## src/rtl/range_monitor_real.sv

```systemverilog
// rtl/range_monitor_real.sv - multi-channel fixed-point range monitor with sticky flags, counters, peaks and first-violation capture
// Each word means word * 2^EXPONENT; a channel violates when its word lies outside +/-LIMIT.
module range_monitor_real #(
  parameter int    N_CH       = 4,
  parameter int    WIDTH      = 16,
  parameter int    EXPONENT   = -8,
  parameter real   RANGE      = 10.0,
  parameter int    CNT_WIDTH  = 8,
  parameter int    FATAL_MODE = 0,
  parameter string NAME       = "name",
  localparam int   CH_W       = (N_CH > 1) ? $clog2(N_CH) : 1
) (
  input  logic                      clk,
  input  logic                      rst,
  input  logic                      cke,
  input  logic                      clear,
  input  logic [N_CH*WIDTH-1:0]     in,
  output logic [N_CH-1:0]           viol_now,
  output logic [N_CH-1:0]           viol_sticky,
  output logic                      any_viol,
  output logic [N_CH*CNT_WIDTH-1:0] viol_count,
  output logic [N_CH*WIDTH-1:0]     peak_abs,
  output logic                      first_valid,
  output logic [CH_W-1:0]           first_chan,
  output logic [WIDTH-1:0]          first_value
);

  // Bound in word units, floored and clamped to the largest positive word.
  localparam real SCALED  = RANGE * (2.0 ** (-EXPONENT));
  localparam real MAX_POS = (2.0 ** (WIDTH - 1)) - 1.0;
  localparam int  LIMIT_I = (SCALED >= MAX_POS) ? $rtoi(MAX_POS) : $rtoi(SCALED);
  localparam logic signed [WIDTH-1:0] LIMIT     = WIDTH'(LIMIT_I);
  localparam logic signed [WIDTH-1:0] NEG_LIMIT = -LIMIT;

  if (RANGE <= 0.0) begin : g_bad_range
    $error("range_monitor_real: RANGE must be positive");
  end

  logic signed [WIDTH-1:0] word [N_CH];
  logic [WIDTH-1:0]        mag  [N_CH];
  logic [N_CH-1:0]         viol;

  logic [N_CH-1:0]         viol_now_q;
  logic [N_CH-1:0]         sticky_q;
  logic [CNT_WIDTH-1:0]    cnt_q  [N_CH];
  logic [WIDTH-1:0]        peak_q [N_CH];
  logic                    first_valid_q;
  logic [CH_W-1:0]         first_chan_q;
  logic [WIDTH-1:0]        first_value_q;

  logic                    hit;
  logic [CH_W-1:0]         hit_chan;
  logic [WIDTH-1:0]        hit_value;

  for (genvar k = 0; k < N_CH; k++) begin : g_ch
    assign word[k] = in[k*WIDTH +: WIDTH];
    assign viol[k] = (word[k] > LIMIT) || (word[k] < NEG_LIMIT);
    // Negating the most negative word wraps to itself, which is the exact unsigned magnitude.
    assign mag[k]  = word[k][WIDTH-1] ? $unsigned(-word[k]) : $unsigned(word[k]);

    assign viol_count[k*CNT_WIDTH +: CNT_WIDTH] = cnt_q[k];
    assign peak_abs[k*WIDTH +: WIDTH]           = peak_q[k];
  end

  // Descending scan so the lowest violating channel is the last assignment and wins.
  always_comb begin
    hit       = 1'b0;
    hit_chan  = '0;
    hit_value = '0;
    for (int k = N_CH - 1; k >= 0; k--) begin
      if (viol[k]) begin
        hit       = 1'b1;
        hit_chan  = CH_W'(k);
        hit_value = word[k];
      end
    end
  end

  always_ff @(posedge clk) begin
    if (rst || clear) begin
      viol_now_q    <= '0;
      sticky_q      <= '0;
      first_valid_q <= 1'b0;
      first_chan_q  <= '0;
      first_value_q <= '0;
      for (int k = 0; k < N_CH; k++) begin
        cnt_q[k]  <= '0;
        peak_q[k] <= '0;
      end
    end else if (cke) begin
      viol_now_q <= viol;
      sticky_q   <= sticky_q | viol;
      for (int k = 0; k < N_CH; k++) begin
        if (viol[k] && (cnt_q[k] != {CNT_WIDTH{1'b1}})) begin
          cnt_q[k] <= cnt_q[k] + 1'b1;
        end
        if (mag[k] > peak_q[k]) begin
          peak_q[k] <= mag[k];
        end
      end
      if (!first_valid_q && hit) begin
        first_valid_q <= 1'b1;
        first_chan_q  <= hit_chan;
        first_value_q <= hit_value;
      end
    end
  end

  assign viol_now    = viol_now_q;
  assign viol_sticky = sticky_q;
  assign any_viol    = |sticky_q;
  assign first_valid = first_valid_q;
  assign first_chan  = first_chan_q;
  assign first_value = first_value_q;

`ifndef SYNTHESIS
  // Sticky 0->1 edges bound reports to one per channel between clears.
  always @(posedge clk) begin
    if (!rst && !clear && cke) begin
      for (int k = 0; k < N_CH; k++) begin
        if (viol[k] && !sticky_q[k]) begin
          $display("%s: channel %0d value %f outside +/-%f", NAME, k,
                   $itor(word[k]) * (2.0 ** EXPONENT), RANGE);
        end
        if ((FATAL_MODE != 0) && viol[k] && !viol_now_q[k]) begin
          $fatal(1, "%s: channel %0d range violation", NAME, k);
        end
      end
    end
  end
`endif

endmodule

```

## config.mk

```make
export PLATFORM = sky130hd
export DESIGN_NAME = range_monitor_real
export DESIGN_NICKNAME = d
export VERILOG_FILES = /design/src/rtl/range_monitor_real.sv
export SDC_FILE = /design/constraint.sdc
export NUM_CORES = 1
export LEC_CHECK = 0
export BUFFER_PORTS_ARGS = -buffer_cell sky130_fd_sc_hd__buf_2
export CELL_PAD_IN_SITES_DETAIL_PLACEMENT = 1
export CELL_PAD_IN_SITES_GLOBAL_PLACEMENT = 1
export CORE_MARGIN = 5
export CORE_UTILIZATION = 40
export CTS_CLUSTER_DIAMETER = 60
export DETAILED_ROUTE_END_ITERATION = 7
export PLACE_DENSITY_LB_ADDON = 0.1
export SLEW_MARGIN = 20
export SYNTH_ARGS = -nofsm -noshare
export SYNTH_HDL_FRONTEND = slang
export SYNTH_SLANG_ARGS = --single-unit
export TNS_END_PERCENT = 30
```

## constraint.sdc

```tcl
create_clock -name clk -period 9.8 [get_ports clk]
set_input_delay 1.96 -clock clk [delete_from_list [all_inputs] [get_ports clk]]
set_output_delay 1.96 -clock clk [all_outputs]
set_load 0.02 [all_outputs]
```

After elaboration in Yosys (flattened, before gate mapping)
Memories as Yosys holds them, arrays and structs flattened.
Cells that the tools add are included.
- register bits: 27
- bits in writable memories: 96
- input bits: 68
- output and inout bits: 124
- logic and storage cells: 111
- memories kept: 2
- memories (memory ; depth ; bits a word ; read ports ; clocked after memory_dff ; write ports ; line ; RTL):
    peak_q ; 4 ; 16 ; 4 ; 0 ; 4 ; 46 ; logic [WIDTH-1:0] peak_q [N_CH];
    cnt_q ; 4 ; 8 ; 4 ; 0 ; 4 ; 45 ; logic [CNT_WIDTH-1:0] cnt_q [N_CH];
- add/sub/neg operators: 8
- magnitude comparators: 12
- eq/ne operators: 4
- multiplexer cells: 58
- bitwise logic cells: 9
- reduce and logical (&&, ||, !) cells: 13
- operators with widths (cell ; number):
    2-to-1 mux 16 bit ; 12
    greater-than comparator 16 x 13 -> 1 bit (second input constant) ; 4
    greater-than comparator 16 bit ; 4
    less-than comparator 16 x 13 -> 1 bit (second input constant) ; 4
    negator 16 bit ; 4
    2-to-1 mux 1 bit ; 38
    adder 8 x 1 -> 8 bit (second input constant) ; 4
    2-to-1 mux 8 bit ; 4
    != test 8 bit (second input constant) ; 4
    2-to-1 mux 2 bit ; 4
    bitwise OR 1 bit ; 8
    logical AND 1 bit ; 5
    logical OR 1 bit ; 5
    bitwise OR 4 bit ; 1
    OR reduction 4 bit ; 1
    AND reduction 2 bit ; 1
    logical NOT 1 bit ; 1

Logic depth before layout (Yosys ltp)
Gate-level depths: netlist of the first run.
- depth after elaboration: 8
- mapped depth: 16
- mapped depth without buffers: 14

Worst setup path after synthesis of the first run
No wires, ideal clock.
- kind: input port to flip-flop
- from: input in[38]
- to: memory peak_q[2][0], enable pin
- setup time: 422 ps
- data arrival time: 5208 ps
- required time: 9378 ps
- setup slack: 4170 ps
- cell stages on the path: 11
- path buffers: 0
- cells stage by stage: or4_4 > nor4_1 > nand2_1 > o31a_1 > xnor2_1 > inv_1 > ha_1 > a21o_1 > a21o_1 > a211oi_1 > o211ai_1
- RTL lines (what ; line ; RTL):
    from (decl) ; 17 ; input logic [N_CH*WIDTH-1:0] in,
    to (decl) ; 46 ;

==> results.sh, run 1 <==
export IMPL_status="finished, final reports clean"
export IMPL_criticalPathCategory="in2reg"
export IMPL_fin_tns_setup_ns=0
export IMPL_critPathLaunch="in[38]"
export IMPL_gp_congestion=0.852
export IMPL_reg2reg_slack_ns=6.96
export IMPL_synth_compound_area_frac=0.185
export IMPL_die_y_microns=159
export IMPL_vias_per_cell=5.65
export IMPL_placement_rows=54
export IMPL_ys_dominant_reg_cell="edfxtp_1"
export IMPL_cts_buffer_depth=2
export IMPL_ios=192
export IMPL_crit_fanout=16
export IMPL_numPortBuffers=191
export IMPL_r2r_start="peak_q[2][9]"
export IMPL_synthDistinctLibCells=68
export IMPL_min_path_cells=2
export IMPL_setup_slack_ns=4.20
export IMPL_dr_pass1_iters=5
export IMPL_preCtsSetupSlack_ns=3.85
export IMPL_root_buffer="clkbuf_16"
export IMPL_ys_seq_area_frac=0.386
export IMPL_routedWlPerCell_microns=20.0
export IMPL_dpl_hpwl_microns=22500
export IMPL_synthAdderAreaFrac=0.102
export IMPL_avgSynthCellArea_sq_um=8.98
export IMPL_hold_class="reg2reg"
export IMPL_drc=0
export IMPL_grt_usage=0.224
export IMPL_synth_top_family_by_area="simple AND/OR/NAND/NOR gates"
export IMPL_num_vias=8186
export IMPL_fin_crit_sh=0.571
export IMPL_synth_seq_cells=123
export IMPL_post_route_min_period_ns=5.60
export IMPL_first_global_vias=8521
export IMPL_worstReg2RegEnd="peak_q[2][2]"
export IMPL_critPathCaptureType="flop"
export IMPL_core_area_sq_um=21800
export IMPL_drive_gt1_frac=0.216
export IMPL_finalNetCount=1296
export IMPL_vdd_ir_drop_max_mv=0.109
export IMPL_hp_start="first_value[13]"
export IMPL_arrival_ns=5.76
export IMPL_synth_edf_count=96
export IMPL_area_delta_synth_final_pct=19.9
export IMPL_cts_buffers=17
export IMPL_final_cell_mix="buf_2, edfxtp_1, a21oi_1, nand2_1, inv_1"
export IMPL_drt_iter0_drc=443
export IMPL_reg2reg_depth=10
export IMPL_path_clk_slew_ns=0.06
export IMPL_synth_cells=987
export IMPL_fmax_mhz=179
export IMPL_yosys_area_top_type="edfxtp_1"
export IMPL_ctsResizeCount=0
export IMPL_final_hold_violation_count=0
export IMPL_antenna_found_initial=3
export IMPL_syn_area_sq_um=8870
export IMPL_p_per_area_nw_per_um2=163
export IMPL_clock_latency_ns=0.43
export IMPL_totalWireLength_microns=29000
export IMPL_maxCapViolCount=0
export IMPL_synth_mux_area_frac=0.00113
export IMPL_crit_required_ns=9.97
export IMPL_antennaDiodeCount=0
export IMPL_min_to="first_value[13]"
export IMPL_leakagePower_uw=0.00447
export IMPL_synthTopCellsByArea="edfxtp_1, ha_1, dfxtp_1"
export IMPL_skew_ns=0.00703
export IMPL_overflow=0
export IMPL_htree_levels=4
export IMPL_final_common_cell="buf_2"
export IMPL_ys_warn_count=0
export IMPL_grt_pass1_wl_microns=46400
export IMPL_relSlewSlack=0.377
export IMPL_tightestPinTransition_ns=0.931
export IMPL_synthXorXnorAreaFrac=0.0751
export IMPL_cts_hold_buf=0
export IMPL_async_flop_share=0
export IMPL_yosys_area_top_type_share=0.325
export IMPL_setup_viol=0
export IMPL_grt_setup_unrepaired="no"
export IMPL_dieArea_sq_um=25200
export IMPL_startpoint_type="primary input"
export IMPL_clkSinkCount=123
export IMPL_initial_utilization=0.406
export IMPL_cts_post_setup_buffers_inserted=0
export IMPL_cts_tree="yes"
export IMPL_maxSlewViolCount=0
export IMPL_yosys_area_share_simple=0.194
export IMPL_grt_max_degree=41
export IMPL_syn_nets=1127
export IMPL_die_x_microns=159
export IMPL_ant_nets=0
## state kept, by name, summed over array words and instances, names as in the netlist
signal / count
viol_sticky: 4
first_chan: 2
viol_now: 4
first_value: 16
cnt_q: 32
first_valid: 1
peak_q: 64
## cells by family (layout without fill, tap and decap cells)
kind of cell               Yosys count  count (layout)
and+or+nand+nor                    335             335
AOI/OAI and AO/OA                  256             256
buffers and inverters              124             306
DFF                                123             123
xor gates and xnor gates            76              76
adders and majority gates           72              72
muxes                                1               1
## layer usage
layer	track usage	vias to the layer above	share of wire
li1	-	3943	-
met1	0.297	3970	0.45
met2	0.366	225	0.47
met3	0.0581	44	0.066
met4	0.0613	4	0.017
met5	0	-	0.00086
## stage by stage
stage               cell area, sq um   util  power (uW)  cells  hold slack [ns]
global placement               10000  0.459        1050   1417            0.443
CTS                            10600  0.487        1740   1449            0.461
floorplan                       8870      -         913    987            0.533
global route                   10600  0.487        1820   1449            0.492
finish                         10600  0.487        1730   1449            0.455
detailed placement             10000  0.459        1060   1417            0.453
## worst max-delay path by stage
| stage | to | slack [ns] |
|---|---|---|
| floorplan | peak_q[2][0] | 4.17 |
| global placement | peak_q[2][0] | 3.92 |
| detailed placement | peak_q[2][0] | 3.85 |
| CTS | peak_q[2][2] | 4.28 |
| global route | peak_q[2][6] | 4.01 |
| finish | peak_q[2][2] | 4.20 |
## worst max-delay path: stages
cell and delay, ns:
buf_2 0.13, or4_4 0.58, nor4_1 0.46, nand2_1 0.17, o31a_1 0.28, xnor2_1 0.18
inv_1 0.07, ha_1 0.29, a21o_1 0.18, a21o_1 0.17, a211oi_1 0.61, buf_4 0.32
o211ai_1 0.10, buf_4 0.25
## area by class of cell
type,count,area (sq um)
clock inverter,15,186
clock buffer,17,425
tap,280,350
sequential,123,3420
multi-input combinational,740,4940
inverter,73,274
fill,2637,11200
timing repair buffer,201,1030
## cells in the mapped netlist, drive strengths merged, types with 6 or more instances
cell / n
a211oi: 10
a21o: 14
a21oi: 89
a31o: 8
a31oi: 11
and3: 18
buf: 11
clkbuf: 40
dfxtp: 27
edfxtp: 96
ha: 72
inv: 73
nand2: 76
nand2b: 8
nand3: 68
nand4: 13
nor2: 67
nor2b: 23
nor3: 9
nor3b: 15
nor4: 11
o211ai: 6
o21a: 10
o21ai: 60
o31ai: 14
o41ai: 9
xnor2: 55
xor2: 21
## power breakdown
group / switching (uW) / total, uW / internal [uW]
registers: 26.1 / 632 / 606
clock network: 275 / 680 / 405
logic: 271 / 421 / 150
total: 572 / 1730 / 1160
(Power assumes the default switching activity.)
==> run 2, diff against run 1 <==
CORE_UTILIZATION = 38   (was 40)
clock period = 4.6 ns   (was 9.8 ns; I/O delays follow)
==> run 2 against run 1 <==
Effect of this change: first-iteration DRC count is 1.4% lower; via count is 0.76% lower; critical path depth unchanged; combinational power increased by 120%; final cell count up 3.5%; hold slack worse by 0.0033 ns; design area up 1.7%; count of clock-buffer cells in the layout did not move; register-to-register slack worse by 4.8 ns; setup slack worse by 3.6 ns; critical endpoint is now peak_q[1][3]; highest routed layer is now met4.
==> results.sh, run 2 (synthesis gave the netlist of run 1 again) <==
export IMPL_dp_cells=1464
export IMPL_dieArea_sq_um=26500
export IMPL_vdd_ir_drop_max_mv=0.224
export IMPL_reg2reg_depth=9
export IMPL_placed_area_sq_um=10200
export IMPL_internal_power_uw=2450
export IMPL_status="finished, final reports clean"
export IMPL_ios=192
export IMPL_cts_buffers=17
export IMPL_drt_iter0_drc=437
export IMPL_path_common_cell="nor4b_1"
export IMPL_criticalPathCategory="in2reg"
export IMPL_startpoint_type="primary input"
export IMPL_dpl_hpwl_microns=23600
export IMPL_swShare=0.339
export IMPL_clock_latency_ns=0.43
export IMPL_power_uw=3710
export IMPL_worstReg2RegEnd="peak_q[2][5]"
export IMPL_relSlewSlack=0.491
export IMPL_area_delta_synth_final_pct=21.9
export IMPL_core_area_sq_um=22800
export IMPL_fin_crit_sh=0.868
export IMPL_fin_tns_setup_ns=0
export IMPL_final_hold_violation_count=0
export IMPL_drive_gt1_frac=0.227
export IMPL_cts_hold_buf=0
export IMPL_htree_levels=4
export IMPL_min_path_cells=2
export IMPL_clkSinkCount=123
export IMPL_arrival_ns=4.13
export IMPL_overflow=0
export IMPL_final_cell_mix="buf_2, edfxtp_1, a21oi_1, nand2_1, inv_1"
export IMPL_drc=0
export IMPL_seqPwrFrac=0.363
export IMPL_stdcell_count=1499
export IMPL_first_global_vias=8407
export IMPL_grt_pass1_wl_microns=46600
export IMPL_num_vias=8124
export IMPL_cts_tree="yes"
export IMPL_maxCapViolCount=0
export IMPL_fmax_mhz=250
export IMPL_cts_buffer_depth=2
export IMPL_cts_post_setup_buffers_inserted=0
export IMPL_routedWlPerCell_microns=19.8
export IMPL_setup_viol=0
export IMPL_root_buffer="clkbuf_16"
export IMPL_hp_start="first_value[15]"
export IMPL_top_register="peak_q"
export IMPL_switchingPower_uw=1260
export IMPL_dr_pass1_iters=5
export IMPL_post_route_min_period_ns=3.99
export IMPL_comb_power_share=0.246
export IMPL_die_y_microns=163
export IMPL_slowest_stage="or4_1"
export IMPL_final_common_cell="buf_2"
export IMPL_tightestPinTransition_ns=0.744
export IMPL_final_area_sq_um=10800
export IMPL_initial_utilization=0.389
export IMPL_crit_chain="buf_2 > or4_1 > nor4b_1 > nor4b_1 > nor2b_1 > xor2_1 > ha_1 > nand4_1 > nor3_1 > o21ai_0 > a21oi_1 > o311ai_0 > nand2_1 > buf_12"
export IMPL_antenna_found_initial=2
export IMPL_path_clk_slew_ns=0.06
export IMPL_ant_nets=0
export IMPL_crit_required_ns=4.73
export IMPL_leakagePower_uw=0.00456
export IMPL_die_x_microns=163
export IMPL_placement_rows=55
export IMPL_totalWireLength_microns=29700
export IMPL_critPathCaptureType="flop"
export IMPL_gp_congestion=0.869
export IMPL_largest_reg_flops=64
export IMPL_grt_setup_unrepaired="no"
export IMPL_p_per_area_nw_per_um2=343
export IMPL_numPortBuffers=191
export IMPL_min_to="first_value[15]"
export IMPL_hold_class="reg2reg"
export IMPL_clkPwrFrac=0.391
export IMPL_r2r_start="peak_q[2][1]"
export IMPL_ctsResizeCount=0
export IMPL_fill_cells=2743
export IMPL_vias_per_cell=5.42
export IMPL_finalNetCount=1310
export IMPL_skew_ns=0.0159
export IMPL_crit_fanout=16
export IMPL_reg2reg_slack_ns=2.21
export IMPL_maxSlewViolCount=0
export IMPL_grt_usage=0.222
export IMPL_grt_max_degree=40
export IMPL_critPathMaxStageDelay_ns=0.56
[run 2: cell count changes in the layout (fill, tap and decap cells not counted), sizes merged]
| cell | previous run | this run |
|---|---|---|
| buf | 201 | 215 |
| clkinvlp | 1 | 0 |
| clkinv | 5 | 3 |
| inv | 79 | 83 |
| bufinv | 3 | 2 |
| diode | 0 | 3 |
[run 2: stage by stage]
step / setup WS, ns / hold WS (ns) / util
floorplan: 0.0102 / 0.533 / -
global placement: 0.310 / 0.446 / 0.447
detailed placement: 0.230 / 0.448 / 0.447
CTS: 0.614 / 0.458 / 0.474
global route: 0.331 / 0.476 / 0.475
finish: 0.606 / 0.452 / 0.475
[run 2: critical path, delay by kind of cell]
family / cells / cell delay [ns]
xor gates and xnor gates: 1 / 0.17
and+or+nand+nor: 7 / 1.94
AOI/OAI and AO/OA: 3 / 0.48
adders and majority gates: 1 / 0.31
buffers and inverters: 2 / 0.30
[run 2: cell type report]
class	instances	area (sq um)	share of cell area
Multi-Input combinational cell	740	4940	0.457
Sequential cell	123	3420	0.317
Timing Repair Buffer	215	1150	0.106
Clock buffer	17	425	0.0393
Tap cell	313	392	0.0362
Inverter	73	274	0.0253
Clock inverter	15	196	0.0182
Antenna cell	3	7.51	0.000694
[run 2: worst max-delay path by stage]
stage,cells past startpoint,slack (ns),end,startpoint
2_1_floorplan,11,0.01,peak_q[2][0],in[38]
3_3_place_gp,14,0.31,peak_q[1][11],in[21]
3_5_place_dp,14,0.23,peak_q[1][6],in[21]
4_1_cts,14,0.61,peak_q[1][1],in[21]
5_1_grt,14,0.33,peak_q[1][0],in[19]
6_report,14,0.61,peak_q[1][3],in[19]
[run 2: power by group through the flow]
stage	Combinational, uW	Sequential, uW	Clock (uW)
after CTS	919	1350	1480
after detailed placement	914	1370	0
after global placement	900	1370	0
after floorplan	477	1470	0
final	912	1350	1450
after global routing	1010	1360	1540
[run 2: metal layers]
layer  track usage  vias to the layer above  wire [microns]  share of wire
met1         0.308                     3905           13800           0.46
met3        0.0514                       23            1830          0.062
met4        0.0568                        0             466          0.016
met5             0                        -               0              0
met2         0.351                      216           13600           0.46
li1              -                     3980               -              -
